--- src/rtl/pipeline_sequencer.sv ---
`default_nettype none
// ============================================================================
// Module      : pipeline_sequencer
// Description : Run-control and hazard sequencer for a 5-stage MIPS datapath.
//               Provides free-run and single-step execution, load-use stall
//               and branch flush control, HALT drain and an enabled-cycle
//               counter.
// Revision    : 1.0 - initial release
// ----------------------------------------------------------------------------
// Ports:
//   clk               in   clock, all state on rising edge
//   rst               in   asynchronous reset, active low
//   i_start           in   pulse: begin / re-arm execution
//   i_step_mode       in   sampled with i_start: 1 = single-step, 0 = free run
//   i_step            in   step request level (acted on at rising edge)
//   i_halt_detected   in   HALT opcode currently in ID
//   i_branch_taken    in   branch/jump resolved taken in ID
//   i_id_ex_mem_read  in   EX instruction is a load
//   i_id_ex_rt        in   load destination in EX
//   i_if_id_rs        in   rs of ID instruction
//   i_if_id_rt        in   rt of ID instruction
//   o_enable          out  global pipeline / PC enable
//   o_pc_write        out  PC update allowed
//   o_if_id_write     out  IF/ID capture allowed
//   o_if_id_flush     out  zero IF/ID on next edge
//   o_id_ex_flush     out  bubble into ID/EX
//   o_halted          out  program finished, pipeline frozen
//   o_cycle_count     out  enabled cycles since last start (saturating)
// ============================================================================
module pipeline_sequencer #(
  parameter int REG_ADDR_BITS    = 5,
  parameter int DRAIN_CYCLES     = 4,
  parameter int CYCLE_COUNT_BITS = 32
) (
  input  logic                        clk,
  input  logic                        rst,
  input  logic                        i_start,
  input  logic                        i_step_mode,
  input  logic                        i_step,
  input  logic                        i_halt_detected,
  input  logic                        i_branch_taken,
  input  logic                        i_id_ex_mem_read,
  input  logic [REG_ADDR_BITS-1:0]    i_id_ex_rt,
  input  logic [REG_ADDR_BITS-1:0]    i_if_id_rs,
  input  logic [REG_ADDR_BITS-1:0]    i_if_id_rt,
  output logic                        o_enable,
  output logic                        o_pc_write,
  output logic                        o_if_id_write,
  output logic                        o_if_id_flush,
  output logic                        o_id_ex_flush,
  output logic                        o_halted,
  output logic [CYCLE_COUNT_BITS-1:0] o_cycle_count
);

  // Guard against a zero-width counter when only one drain cycle is wanted.
  localparam int DRAIN_BITS = (DRAIN_CYCLES > 1) ? $clog2(DRAIN_CYCLES) : 1;
  localparam logic [DRAIN_BITS-1:0] C_DRAIN_LOAD = DRAIN_BITS'(DRAIN_CYCLES - 1);

  typedef enum logic [2:0] {
    S_IDLE      = 3'd0,
    S_RUN       = 3'd1,
    S_STEP_WAIT = 3'd2,
    S_STEP      = 3'd3,
    S_DRAIN     = 3'd4,
    S_DONE      = 3'd5
  } state_t;

  state_t                      state_q,     state_d;
  logic [DRAIN_BITS-1:0]       drain_q,     drain_d;
  logic [CYCLE_COUNT_BITS-1:0] count_q,     count_d;
  logic                        step_prev_q, step_prev_d;

  logic w_load_use;
  logic w_enable;
  logic w_pc_write;
  logic w_if_id_write;
  logic w_if_id_flush;
  logic w_id_ex_flush;
  logic w_halted;

  // Register 0 is hardwired, so a load targeting it never creates a hazard.
  assign w_load_use = i_id_ex_mem_read && (i_id_ex_rt != '0) &&
                      ((i_id_ex_rt == i_if_id_rs) || (i_id_ex_rt == i_if_id_rt));

  always_comb begin
    state_d       = state_q;
    drain_d       = drain_q;
    count_d       = count_q;
    step_prev_d   = i_step;
    w_enable      = 1'b0;
    w_pc_write    = 1'b0;
    w_if_id_write = 1'b0;
    w_if_id_flush = 1'b0;
    w_id_ex_flush = 1'b0;
    w_halted      = 1'b0;

    case (state_q)
      S_IDLE: begin
        if (i_start) begin
          count_d = '0;
          state_d = i_step_mode ? S_STEP_WAIT : S_RUN;
        end
      end

      S_RUN, S_STEP: begin
        w_enable = 1'b1;
        if (w_load_use) begin
          // Stall: the branch operand is stale, so the branch re-resolves
          // next cycle; a HALT seen now is not yet a valid ID instruction.
          w_id_ex_flush = 1'b1;
        end else begin
          w_pc_write    = 1'b1;
          w_if_id_write = 1'b1;
          w_if_id_flush = i_branch_taken;
        end

        if (i_halt_detected && !w_load_use) begin
          state_d = S_DRAIN;
          drain_d = C_DRAIN_LOAD;
        end else if (state_q == S_STEP) begin
          state_d = S_STEP_WAIT;
        end
      end

      S_STEP_WAIT: begin
        if (i_step && !step_prev_q) begin
          state_d = S_STEP;
        end
      end

      S_DRAIN: begin
        // Keep the back end running while nothing new enters past HALT.
        w_enable      = 1'b1;
        w_if_id_flush = 1'b1;
        if (drain_q == '0) begin
          state_d = S_DONE;
        end else begin
          drain_d = drain_q - 1'b1;
        end
      end

      S_DONE: begin
        w_halted = 1'b1;
        if (i_start) begin
          state_d = S_IDLE;
        end
      end

      default: begin
        state_d = S_IDLE;
      end
    endcase

    if (w_enable && (count_q != '1)) begin
      count_d = count_q + 1'b1;
    end
  end

  always_ff @(posedge clk or negedge rst) begin
    if (!rst) begin
      state_q     <= S_IDLE;
      drain_q     <= '0;
      count_q     <= '0;
      step_prev_q <= 1'b0;
    end else begin
      state_q     <= state_d;
      drain_q     <= drain_d;
      count_q     <= count_d;
      step_prev_q <= step_prev_d;
    end
  end

  assign o_enable      = w_enable;
  assign o_pc_write    = w_pc_write;
  assign o_if_id_write = w_if_id_write;
  assign o_if_id_flush = w_if_id_flush;
  assign o_id_ex_flush = w_id_ex_flush;
  assign o_halted      = w_halted;
  assign o_cycle_count = count_q;

endmodule
`default_nettype wire

--- config.mk ---
export PLATFORM = sky130hd
export DESIGN_NAME = pipeline_sequencer
export DESIGN_NICKNAME = d
export VERILOG_FILES = /design/src/rtl/pipeline_sequencer.sv
export SDC_FILE = /design/constraint.sdc
export NUM_CORES = 1
export LEC_CHECK = 0
export ABC_AREA = 1
export BUFFER_PORTS_ARGS = -buffer_cell sky130_fd_sc_hd__clkbuf_2
export CAP_MARGIN = 20
export CORE_MARGIN = 2
export CORE_UTILIZATION = 23
export DETAILED_ROUTE_END_ITERATION = 6
export GPL_ROUTABILITY_DRIVEN = 0
export GPL_TIMING_DRIVEN = 0
export HOLD_SLACK_MARGIN = 0.06
export PLACE_DENSITY = 0.43
export SLEW_MARGIN = 10
export SYNTH_ARGS = -nofsm -noshare
export SYNTH_HDL_FRONTEND = slang
export SYNTH_SLANG_ARGS = --single-unit
--- constraint.sdc ---
create_clock -name clk -period 1.75 [get_ports clk]
set_input_delay 0.175 -clock clk [delete_from_list [all_inputs] [get_ports clk]]
set_output_delay 0.175 -clock clk [all_outputs]
set_load 0.005 [all_outputs]
==> run metrics, run 1 <==
antenna violations before repair=0; share of post-route cells with drive strength above 1=0.363; Initial Utilization=0.236; CP Capture Type=flip-flop; critical path arrival=1.91 ns; Max stage delay on crit path=0.37 ns; CTS tree=built; Die Ht=112 um; max-slew violations=0; final WL=9110 um; internal power=3.38 mW; I/O pins=61; total gr overflow=0; RR Endpoint=o_cycle_count[17]$_DFFE_PN0P_; ys async rst share=1.00; register area share after synthesis=0.353; Power Dens Cells=1530 nW/um^2; initial drt markers=156; Reg2Reg Launch Point=o_cycle_count[0]$_DFFE_PN0P_; Leak Pwr=1.89 nW; Die ar.=12600 um^2; Synth top cells by count=116 x nand2_1, 62 x inv_1, 52 x nand3_1; Achievable Freq=571 MHz; clock skew=0.0115 ns; P&R area growth vs syn=44.5%; max_slew headroom=0.760; endpoints failing setup=1; cell taking the most area after synthesis=dfrtp_1; number of global-route vias before repair=2800; Worst-path clk slew=0.06 ns; highest ir drop seen on vdd=683 uV; global-route wire length before repair=14000 um; Clock Sinks=38; Die X=112 um; Final ANT Viol Nets=0; post-synthesis cell area=2700 um^2; Max Buffers Root-to-Sink=2; Setup WS post-layout=-0.00212 ns; GRT Util Overall=0.138; Hold Violations, Final=0; max cap viols=0; Comb pwr share=0.547; post-synth net total=428; CP max FO=8; I/O Buffers=60; fin crit share=1.00; Fin Hold WS=0.256 ns; hpwl dp=6500 um; most numerous cell in the Yosys netlist=nand2_1; Synth Area per Inst=6.69 um^2; Reg power frac=0.295; WP data required=1.91 ns; placed cell count=606; Worst R2R Setup Slack=-0.002 ns; Yosys reg bits=38; H-tree depth=2; Switching Fraction=0.433; clock network power share=0.158; violated checks=negative setup slack; Skew-Pair Late Insertion Delay=0.29 ns; Syn Inst Count=403; drt drc=0; Crit path top cell by count=nand2_2; Worst path slowest cell=dfrtp_1; Ys Warns=0; root buffer cell=clkbuf_16; crit path cell chain=ha_2 -> nand2_4 -> nor2_4 -> nand2_2 -> nor2_2 -> nand2_2 -> nand2_8 -> inv_8 -> buf_8 -> o211ai_1 -> nand2_1; WP buf/inv=2; CTS Buf Count=5; Core ar.=11400 um^2; Nets=528; Synth area leaders=dfrtp_1 35%, nand2_1 16%, nand3_1 9.7%; largest net degree at the start of global routing=39; Vias=3016; Slew @ Worst Pin=0.358 ns; Diodes inserted=0; Placed Area=3170 um^2; post-synth top area share=0.353; Setup CP Type=reg2reg; Util after Layout=0.341; RSZ-0062 raised after global routing=yes; Psw=2.58 mW; delay-heaviest family, CP=simple AND/OR/NAND/NOR gates; WHS Endpoint=state_q[1]$_DFFE_PN0P_; row cnt=39; Setup crit start kind=flip-flop; WHS Path Cells=5; Routed WL per cell=14.1 um; status=finished, violations left; Post-synth EDFFs=0; library cells used by synthesis=29; Worst R2R Path Depth=11; HP Start=i_step_mode; min-delay worst type=in2reg; filler-free cell count of the finished design=647; Top FF cell, synth=dfrtp_1; DR vias/cell=4.66; fin area=3890 um^2; fin crit period=1.75 ns; worst slack, placed=-0.337 ns; DR pass1 iterations=5
## layer usage
metal	GRT usage	wire length, um
met1	0.187	4080
met2	0.231	4370
met3	0.0221	497
met4	0.0325	154
met5	0	0
## kinds of logic after synthesis
family | share of synthesized area
AND/OR/NAND/NOR | 0.387
buffers and inverters | 0.113
AO/OA/AOI/OAI | 0.109
flip-flops | 0.353
XOR/XNOR | 0.0292
adder cells (fa/ha/maj) | 0.00928
## through the flow
step,power [mW],TNS (ns)
6_report,5.96,-0.00212
5_1_grt,6.39,-1.65
3_5_place_dp,3.99,-7.57
2_1_floorplan,3.06,0
3_3_place_gp,3.98,-7.45
4_1_cts,5.18,0
## flip-flops by register name, summed over array words and instances, names as in the netlist
register       count
drain_q            2
step_prev_q        1
o_cycle_count     32
state_q            3
## power groups by stage
stage                     clock [mW]  combinational, mW  sequential (mW)
final                          0.943               3.26             1.75
after global routing            1.00               3.56             1.82
after CTS                      0.970               2.49             1.73
after detailed placement           0               2.19             1.80
after global placement             0               2.19             1.79
after floorplan                    0               1.39             1.67
## how the worst max path moves through the flow
| stage | start | end | slack (ns) | depth (start not counted) |
|---|---|---|---|---|
| final | o_cycle_count[0]$_DFFE_PN0P_ | o_cycle_count[17]$_DFFE_PN0P_ | -0.002 | 11 |
| after global routing | o_cycle_count[0]$_DFFE_PN0P_ | o_cycle_count[12]$_DFFE_PN0P_ | -0.1 | 10 |
| after CTS | o_cycle_count[1]$_DFFE_PN0P_ | o_cycle_count[27]$_DFFE_PN0P_ | 0.002 | 10 |
| after detailed placement | o_cycle_count[0]$_DFFE_PN0P_ | o_cycle_count[12]$_DFFE_PN0P_ | -0.34 | 10 |
| after global placement | o_cycle_count[0]$_DFFE_PN0P_ | o_cycle_count[12]$_DFFE_PN0P_ | -0.34 | 10 |
| after floorplan | o_cycle_count[0]$_DFFE_PN0P_ | o_cycle_count[0]$_DFFE_PN0P_ | 0.09 | 11 |
## cells in the final DEF, fill, tap and decap left out, types with 2 or more instances in the layout
cell type      synthesis  layout
nor2_2                 2       7
nor3_1                12       8
or2_2                  4       4
nor3_2                 3       6
xnor2_1                2       2
nor2_4                 0       4
buf_4                  2      27
nand2_1              116     111
dfrtp_2                0      19
o22ai_2                0       5
nand4_1                9       9
o211ai_1               3       3
a21oi_1                2       2
clkbuf_2               0      60
buf_12                 0       4
nand2_2                2       6
nand2_8                0       2
dfrtp_1               38      19
xor2_1                 7       7
o21bai_1               3       3
nand3_1               52      46
o21ai_2                5       9
dlygate4sd3_1          0       2
nor2_1                34      25
o21ai_0               16      12
nand3_2                0       6
o21ai_1                8       8
inv_2                  3       4
nand2_4                2       2
inv_1                 62      60
clkbuf_16              0       8
## repair_timing
action / 4_1_cts / 5_1_grt
hold endpoints to repair: 1 / 11
endpoints found under the setup margin: 31 / 35
resized for setup: 23 / 55
cloned: 0 / 4
hold buffers: 1 / 1
buffers inserted: 13 / 13
pin swaps: 5 / 7
## final cells by class
| type | instances | area [um^2] |
|---|---|---|
| Fill cell | 1256 | 7520 |
| Clock inverter | 2 | 12.5 |
| Timing Repair Buffer | 92 | 611 |
| Inverter | 65 | 251 |
| Clock buffer | 6 | 139 |
| Sequential cell | 38 | 975 |
| Multi-Input combinational cell | 295 | 1630 |
| Buffer | 6 | 93.8 |
| Tap cell | 143 | 179 |
## worst register-to-register path, cell delays in order, from the launching register on
cell	delay (ns)
dfrtp_1	0.37
ha_2	0.22
nand2_4	0.07
nor2_4	0.17
nand2_2	0.08
nor2_2	0.11
nand2_2	0.12
nand2_8	0.13
inv_8	0.07
buf_8	0.14
o211ai_1	0.08
nand2_1	0.07
Note: power is estimated with default switching activity, not from simulation.
==> run 2: changes to the inputs <==
--- a/config.mk
+++ b/config.mk
@@ -14,7 +14,7 @@
 export GPL_ROUTABILITY_DRIVEN = 0
 export GPL_TIMING_DRIVEN = 0
 export HOLD_SLACK_MARGIN = 0.06
-export PLACE_DENSITY = 0.43
+export PLACE_DENSITY = 0.41
 export SLEW_MARGIN = 10
 export SYNTH_ARGS = -nofsm -noshare
 export SYNTH_HDL_FRONTEND = slang
==> run 2 against run 1 <==
Against the previous run: the run now ends clean; global-route usage grew 0.65 points; clock power grew 15%; sequential share of layout area shrank 0.19 points; clock skew shrank 0.0044 ns; final cell count shrank 0.46%.
==> run metrics, run 2 (same netlist as run 1, synthesis figures left out) <==
Setup WS post-layout=0.0239 ns; critical path arrival=1.90 ns; DR pass1 iterations=4; Vias=2952; most frequent cells in the layout=112 x nand2_1, 60 x inv_1, 60 x clkbuf_2; crit path launch=o_cycle_count[1]$_DFFE_PN0P_; internal power=3.52 mW; RSZ-0062 raised after global routing=yes; CP Capture Type=flip-flop; Reg power frac=0.281; final WL=9000 um; Die Ht=112 um; DR vias/cell=4.58; Final ANT Viol Nets=0; max-slew violations=0; met1 Resource Use GR=0.194; Tot Pwr=6.16 mW; Leak Pwr=1.92 nW; number of global-route vias before repair=2816; highest ir drop seen on vdd=813 uV; Clock Sinks=38; Die X=112 um; status=complete, no violations; P&R area growth vs syn=45.5%; max cap viols=0; I/O Buffers=60; Setup crit start kind=flip-flop; busiest grt layer=met2; Max Buffers Root-to-Sink=2; Slew @ Worst Pin=0.554 ns; Skew-Pair Late Insertion Delay=0.29 ns; row cnt=39; Worst-path clk slew=0.06 ns; share of post-route cells with drive strength above 1=0.357; Psw=2.64 mW; total gr overflow=0; Power Dens Cells=1570 nW/um^2; routing usage on met3=0.0227; initial drt markers=167; HP Start=i_step_mode; root buffer cell=clkbuf_16; WP data required=1.93 ns; Core ar.=11400 um^2; sequential cell area=973 um^2; largest net degree at the start of global routing=39; endpoints failing setup=0; fin crit period=1.73 ns; clock network power share=0.176; worst slack, placed=-0.395 ns; antenna violations before repair=0; Switching Fraction=0.428; drt drc=0; max_slew headroom=0.630; Multi-input gate area=1650 um^2; fin area=3920 um^2; hpwl dp=6590 um; Diodes inserted=0; Placed Area=3170 um^2; Die ar.=12600 um^2; Util after Layout=0.343; H-tree depth=2; Nets=525; global-route wire length before repair=14600 um; fin crit share=0.986; CTS Buf Count=5; max reg flops=32; Initial Utilization=0.236; CTS tree=built; I/O pins=61; clock skew=0.00705 ns; Hold Violations, Final=0; Fillers=1234; Comb pwr share=0.543; most common cell after layout, fill and taps aside=nand2_1; CP max FO=10; GR Util met2=0.240; Routed WL per cell=14.0 um; GRT Util Overall=0.144; Achievable Freq=579 MHz; Reg2Reg Launch Point=o_cycle_count[1]$_DFFE_PN0P_; Setup CP Type=reg2reg; min-delay worst type=in2reg
[run 2: per-layer routing]
| layer | share of wire | up-vias |
|---|---|---|
| li1 | - | 1496 |
| met1 | 0.47 | 1380 |
| met2 | 0.47 | 64 |
| met3 | 0.039 | 12 |
| met4 | 0.021 | 0 |
| met5 | 0 | - |
[run 2: cell type report]
class / instances / share of cell area
Sequential cell: 38 / 0.248
Timing Repair Buffer: 90 / 0.155
Multi-Input combinational cell: 294 / 0.420
Clock inverter: 3 / 0.0115
Inverter: 65 / 0.0642
Clock buffer: 5 / 0.0319
Buffer: 6 / 0.0227
Tap cell: 143 / 0.0456
[run 2: through the flow]
step	hold WS (ns)	std cells	TNS (ns)
floorplan	-0.121	403	0
global placement	0.303	606	-7.83
detailed placement	0.315	606	-8.89
CTS	0.103	631	-0.0000377
global route	0.276	644	-0.746
finish	0.222	644	0
[run 2: final timing paths]
kind,to,slack [ns],cells after the start
min in group asynchronous,o_cycle_count[8]$_DFFE_PN0P_,0.41,2
worst min register to register,drain_q[0]$_DFFE_PN0P_,0.51,2
worst max-delay path,o_cycle_count[27]$_DFFE_PN0P_,0.02,11
worst min-delay path,state_q[1]$_DFFE_PN0P_,0.22,5
max in group asynchronous,o_cycle_count[16]$_DFFE_PN0P_,0.84,3
worst max register to register,o_cycle_count[27]$_DFFE_PN0P_,0.02,11
[run 2: power groups by stage]
stage	sequential, mW	clock [mW]	combinational, mW
global placement	1.80	0	2.19
floorplan	1.67	0	1.39
detailed placement	1.81	0	2.20
finish	1.73	1.08	3.34
global route	1.81	1.15	3.68
CTS	1.72	1.10	2.74
[run 2: critical path, stage by stage (launching register included)]
cell and delay (ns):
dfrtp_1 0.38, ha_4 0.16, nand2_4 0.06, nor2_4 0.16
nand2_2 0.09, nor2_2 0.13, nand2_2 0.09, nand2_4 0.15
inv_8 0.08, buf_12 0.16, nand3_1 0.09, o21ai_2 0.07
[run 2: timing repair]
action                     CTS  global route
cloned                       1             2
setup endpoints to repair   32            36
setup buffers               15             9
gates resized for setup     32            49
hold buffers                 1             1
pin swaps                    5             9
hold endpoints to repair     1            18
